===== config.mk =====
export PLATFORM = sky130hd
export DESIGN_NAME = serial_subtractor
export DESIGN_NICKNAME = d
export VERILOG_FILES = /design/src/rtl/serial_subtractor.sv
export SDC_FILE = /design/constraint.sdc
export NUM_CORES = 1
export LEC_CHECK = 0
export ABC_AREA = 1
export CORE_ASPECT_RATIO = 0.6
export CORE_MARGIN = 2
export CORE_UTILIZATION = 50
export DETAILED_ROUTE_END_ITERATION = 12
export PLACE_DENSITY_LB_ADDON = 0.1
export SYNTH_ARGS = -nofsm -noshare
export SYNTH_HDL_FRONTEND = slang
export SYNTH_SLANG_ARGS = --single-unit

===== constraint.sdc =====
create_clock -name clk -period 1.72 [get_ports clk]
set_clock_uncertainty 0.05 [all_clocks]
set_input_delay 0.516 -clock clk [delete_from_list [all_inputs] [get_ports clk]]
set_output_delay 0.516 -clock clk [all_outputs]
set_load 0.005 [all_outputs]

===== src/rtl/serial_subtractor.sv =====
// Bit-serial LSB-first subtractor: a - b - bin over WIDTH cycles with one borrow flop.
// Define SERIAL_SUB_SAT_EN to clamp the parallel result to zero on final borrow.
module serial_subtractor #(
  parameter int WIDTH = 8
) (
  input  logic             clk,
  input  logic             rst_n,
  input  logic             start,
  input  logic [WIDTH-1:0] a,
  input  logic [WIDTH-1:0] b,
  input  logic             bin,
  output logic             busy,
  output logic             done,
  output logic [WIDTH-1:0] diff,
  output logic             bout,
  output logic             diff_bit,
  output logic             diff_bit_valid
);

  localparam int CW = (WIDTH > 1) ? $clog2(WIDTH) : 1;
  localparam logic [CW-1:0] LAST_BIT = CW'(WIDTH - 1);

  typedef enum logic {IDLE, RUN} state_e;

  state_e           state_q;
  logic [WIDTH-1:0] aSh_q, bSh_q, res_q, diff_q;
  logic [CW-1:0]    cnt_q;
  logic             borrow_q, busy_q, done_q, bout_q;
  logic             diffBit_q, diffBitValid_q;

  logic             dBit, borrow_d;
  logic [WIDTH-1:0] res_d, diffFinal_d;

  always_comb begin
    dBit     = aSh_q[0] ^ bSh_q[0] ^ borrow_q;
    borrow_d = (~aSh_q[0] & bSh_q[0]) | (~aSh_q[0] & borrow_q) | (bSh_q[0] & borrow_q);
  end

  // Each difference bit enters at the MSB, so after WIDTH shifts bit 0 sits at the LSB.
  generate
    if (WIDTH == 1) begin : g_res_w1
      assign res_d = dBit;
    end else begin : g_res_wn
      assign res_d = {dBit, res_q[WIDTH-1:1]};
    end
  endgenerate

`ifdef SERIAL_SUB_SAT_EN
  assign diffFinal_d = borrow_d ? '0 : res_d;
`else
  assign diffFinal_d = res_d;
`endif

  always_ff @(posedge clk or negedge rst_n) begin
    if (!rst_n) begin
      state_q        <= IDLE;
      aSh_q          <= '0;
      bSh_q          <= '0;
      res_q          <= '0;
      diff_q         <= '0;
      cnt_q          <= '0;
      borrow_q       <= 1'b0;
      busy_q         <= 1'b0;
      done_q         <= 1'b0;
      bout_q         <= 1'b0;
      diffBit_q      <= 1'b0;
      diffBitValid_q <= 1'b0;
    end else begin
      done_q         <= 1'b0;
      diffBitValid_q <= 1'b0;
      case (state_q)
        IDLE: begin
          if (start) begin
            state_q  <= RUN;
            busy_q   <= 1'b1;
            aSh_q    <= a;
            bSh_q    <= b;
            borrow_q <= bin;
            cnt_q    <= '0;
            res_q    <= '0;
          end
        end
        RUN: begin
          aSh_q          <= aSh_q >> 1;
          bSh_q          <= bSh_q >> 1;
          borrow_q       <= borrow_d;
          res_q          <= res_d;
          cnt_q          <= cnt_q + 1'b1;
          diffBit_q      <= dBit;
          diffBitValid_q <= 1'b1;
          if (cnt_q == LAST_BIT) begin
            state_q <= IDLE;
            busy_q  <= 1'b0;
            done_q  <= 1'b1;
            diff_q  <= diffFinal_d;
            bout_q  <= borrow_d;
          end
        end
        default: state_q <= IDLE;
      endcase
    end
  end

  assign busy           = busy_q;
  assign done           = done_q;
  assign diff           = diff_q;
  assign bout           = bout_q;
  assign diff_bit       = diffBit_q;
  assign diff_bit_valid = diffBitValid_q;

endmodule

==> impl_table.tex <==
\begin{tabular}{lr}
\hline
Metric & Value \\
\hline
\multicolumn{2}{l}{\textbf{Die}} \\
\quad Initial Util & 0.5185 \\
\quad Overall die width & 78.87 um \\
\quad Row cnt & 16 \\
\quad IO Count & 33 \\
\quad Vertical die dimension & 48.92 um \\
\quad Core Footprint & 3243 sq um \\
\quad Total Die Area & 3858 sq um \\
\multicolumn{2}{l}{\textbf{Critical path}} \\
\quad Cells along the critical path & clkdlybuf4s50\_1 \\
\quad Worst Path Required & 1.15 ns \\
\quad Maximum net fanout on the critical path & 1 \\
\quad CP max-delay cell & sky130\_fd\_sc\_hd\_\_clkdlybuf4s50\_1 \\
\quad Endpoint arrival time on the critical path & 1.10 ns \\
\quad Kind of cell adding the most delay to the critical path & buffers and inverters \\
\quad Crit Path Class & reg -> out \\
\quad Count of buffering cells on the critical path with inverters included & 1 \\
\quad Element type at the critical path start & flip-flop \\
\quad Critical path endpoint category & output pin \\
\quad Worst path max stage delay & 0.49 ns \\
\multicolumn{2}{l}{\textbf{Timing}} \\
\quad Worst-case hold slack & 0.03616 ns \\
\quad Relative slew margins & 0.7063 \\
\quad Setup TNS & 0 ns \\
\quad Time the worst path needs with I/O delays and setup & 1.666 ns \\
\quad Count of final max-slew check failures & 0 \\
\quad Final Cycle Share & 0.9688 \\
\quad \# setup viols final & 0 \\
\quad Max frequency & 600.1 MHz \\
\quad Final hold violations & 0 \\
\quad Worst-margin pin slew & 0.4400 ns \\
\quad Setup repair after global routing missed its margin & false \\
\multicolumn{2}{l}{\textbf{Routing}} \\
\quad Number of antenna-violating nets in the routed design & 0 \\
\quad Routed wire length & 3321 um \\
\quad DR WL/cell & 12.30 um \\
\quad DRC errors left & 0 \\
\quad Iteration-0 DRC count of the detailed router & 91 \\
\quad Via-to-Cell Ratio & 4.993 \\
\quad Pre-Repair DR Iteration Count & 4 \\
\quad Total number of vias & 1348 \\
\multicolumn{2}{l}{\textbf{Final layout}} \\
\quad Share of final-layout standard cells stronger than drive strength 1 & 0.1111 \\
\quad Diodes inserted & 0 \\
\quad Most common cell after layout, fill and taps aside & sky130\_fd\_sc\_hd\_\_nand2\_1 \\
\quad Commonest cells after routing, fill and taps aside & 67 x sky130\_fd\_sc\_hd\_\_nand2\_1, 41 x sky130\_fd\_sc\_hd\_\_dfrtp\_1, 32 x sky130\_fd\_sc\_hd\_\_nand3\_1 \\
\quad Fill cell count & 255 \\
\quad Area of all placed cells without fillers & 2251 sq um \\
\quad Area growth from synthesis to final layout & 33.85\% \\
\quad Area used by sequential logic in the layout & 1026 sq um \\
\quad Multi-input gate area & 568.0 sq um \\
\quad NumNets Final & 248 \\
\multicolumn{2}{l}{\textbf{Global routing}} \\
\quad Initial antenna violation count & 0 \\
\quad Via count of the first global-routing pass & 1262 \\
\quad Overflow left after global routing & 0 \\
\quad Wire length of the first global-routing pass & 5664 um \\
\quad Global router's overall resource usage & 0.1915 \\
\quad Maximum number of pins on one net before global-route repair & 32 \\
\multicolumn{2}{l}{\textbf{Clocking}} \\
\quad Clock buffer count from CTS & 5 \\
\quad Hold buffer count at CTS & 0 \\
\quad Number of H-tree levels & 2 \\
\quad Cell chosen for the clock root & sky130\_fd\_sc\_hd\_\_clkbuf\_8 \\
\quad Buffers from clock root to sink, at most & 2 \\
\quad Reg clk slew, reported paths & 0.08 ns \\
\quad TritonCTS clock tree & built \\
\quad Number of sinks on the clock net & 41 \\
\quad Latest clock arrival within the worst-skew pair & 0.29 ns \\
\multicolumn{2}{l}{\textbf{Yosys}} \\
\quad Number of distinct library cell variants in the gate-level netlist after synthesis & 14 \\
\quad Post-synthesis cell count & 181 \\
\quad Register area share after synthesis & 0.6101 \\
\quad Total nets after synthesis & 205 \\
\quad Synthesis Warnings & 0 \\
\quad Netlist area before placement & 1682 sq um \\
\quad \#FFs+latches synth & 41 \\
\quad Mapped Avg Cell Area & 9.291 sq um \\
\multicolumn{2}{l}{\textbf{Hold path}} \\
\quad Min-delay worst type & in -> async \\
\multicolumn{2}{l}{\textbf{Place}} \\
\quad PortBufs & 32 \\
\quad Post-DP HPWL & 2295 um \\
\quad Global placer's final weighted congestion & 0.7566 \\
\quad Cell area reported after detailed placement & 2073 sq um \\
\multicolumn{2}{l}{\textbf{Power and ir drop}} \\
\quad PwrDens & 1662 nW/um\^{}2 \\
\quad Reported leakage power & 1.156 nW \\
\quad Worst voltage drop across the vdd grid & 0.0007286 V \\
\multicolumn{2}{l}{\textbf{Job}} \\
\quad Maximum Capacitance Violations & 0 \\
\multicolumn{2}{l}{\textbf{Run status}} \\
\quad Status & finished, final reports clean \\
\hline
\end{tabular}
==> sequential cells by signal, summed over array words and instances, names as in the netlist <==
register        flops
aSh_q               8
bSh_q               8
diff                8
res_q               7
cnt_q               3
borrow_q            1
bout                1
busy                1
diff_bit            1
diff_bit_valid      1
done                1
state_q             1
==> through the flow <==
stage | instances | setup WS, ns | total power (W) | util
final | 270 | 0.05372 | 0.003741 | 0.6941
after global routing | 270 | 0.0005799 | 0.004048 | 0.6941
after CTS | 267 | 0.0003562 | 0.003754 | 0.6833
after detailed placement | 255 | 0.09029 | 0.002933 | 0.6393
after global placement | 255 | 0.09476 | 0.002872 | 0.6393
after floorplan | 181 | 0.3400 | 0.002344 | -
==> timing repair <==
action / in CTS / in global routing
setup endpoints to repair: 9 / 5
buffers inserted: 4 / 3
gates resized for setup: 6 / 5
==> final cells by class <==
type | instances | share of cell area
well taps | 45 | 0.02501
clock buffers | 6 | 0.03669
flip-flops and latches | 41 | 0.4558
clock inverters | 2 | 0.01668
multi-input cells | 121 | 0.2524
inverters | 10 | 0.01668
repair buffers | 45 | 0.1968
==> power breakdown <==
part	switching, W	internal [W]	total, W
Clock	0.000322	0.000472	0.000793
Sequential	0.000218	0.00137	0.00159
Combinational	0.000689	0.000667	0.00136
Total	0.00123	0.00251	0.00374
==> cell usage after synthesis, drive strengths merged <==
cell	count	area share
a21boi	1	0.0045
nand2	67	0.15
nor2	2	0.0089
nand3	32	0.095
o21ai	14	0.042
inv	10	0.022
fa	1	0.012
buf	9	0.030
ha	3	0.022
dfrtp	41	0.61
or2	1	0.0037
==> kinds of logic (layout without fill, tap and decap cells) <==
| family | Yosys count | after routing | synth area share |
|---|---|---|---|
| AO/OA/AOI/OAI | 15 | 15 | 0.04613 |
| adder cells (fa/ha/maj) | 4 | 4 | 0.03423 |
| buffers and inverters | 19 | 63 | 0.05208 |
| flip-flops | 41 | 41 | 0.6101 |
| AND/OR/NAND/NOR | 102 | 102 | 0.2574 |
==> worst paths after layout <==
| kind | slack, ns | end | startpoint | cells past startpoint |
|---|---|---|---|---|
| worst max-delay path | 0.05 | diff_bit_valid | diff_bit_valid$_DFF_PN0_ | 1 |
| worst min-delay path | 0.04 | bSh_q[7]$_DFFE_PN0P_ | rst_n | 1 |
| worst max register to register | 0.21 | diff[4]$_DFFE_PN0P_ | cnt_q[0]$_DFFE_PN0P_ | 6 |
| worst min register to register | 0.43 | cnt_q[0]$_DFFE_PN0P_ | cnt_q[0]$_DFFE_PN0P_ | 1 |
| max in group asynchronous | 1.14 | aSh_q[3]$_DFFE_PN0P_ | rst_n | 2 |
| min in group clk | 0.43 | cnt_q[0]$_DFFE_PN0P_ | cnt_q[0]$_DFFE_PN0P_ | 1 |
==> per-layer routing <==
metal	GRT usage	up-vias	part of all wire	routed length [um]
met3	0.05000	3	0.052	172
met1	0.2696	643	0.48	1602
met5	0	-	0	0
met2	0.2906	38	0.46	1516
met4	0.06897	0	0.0087	29
li1	-	664	-	-
Note: power is estimated with default switching activity, not from simulation.
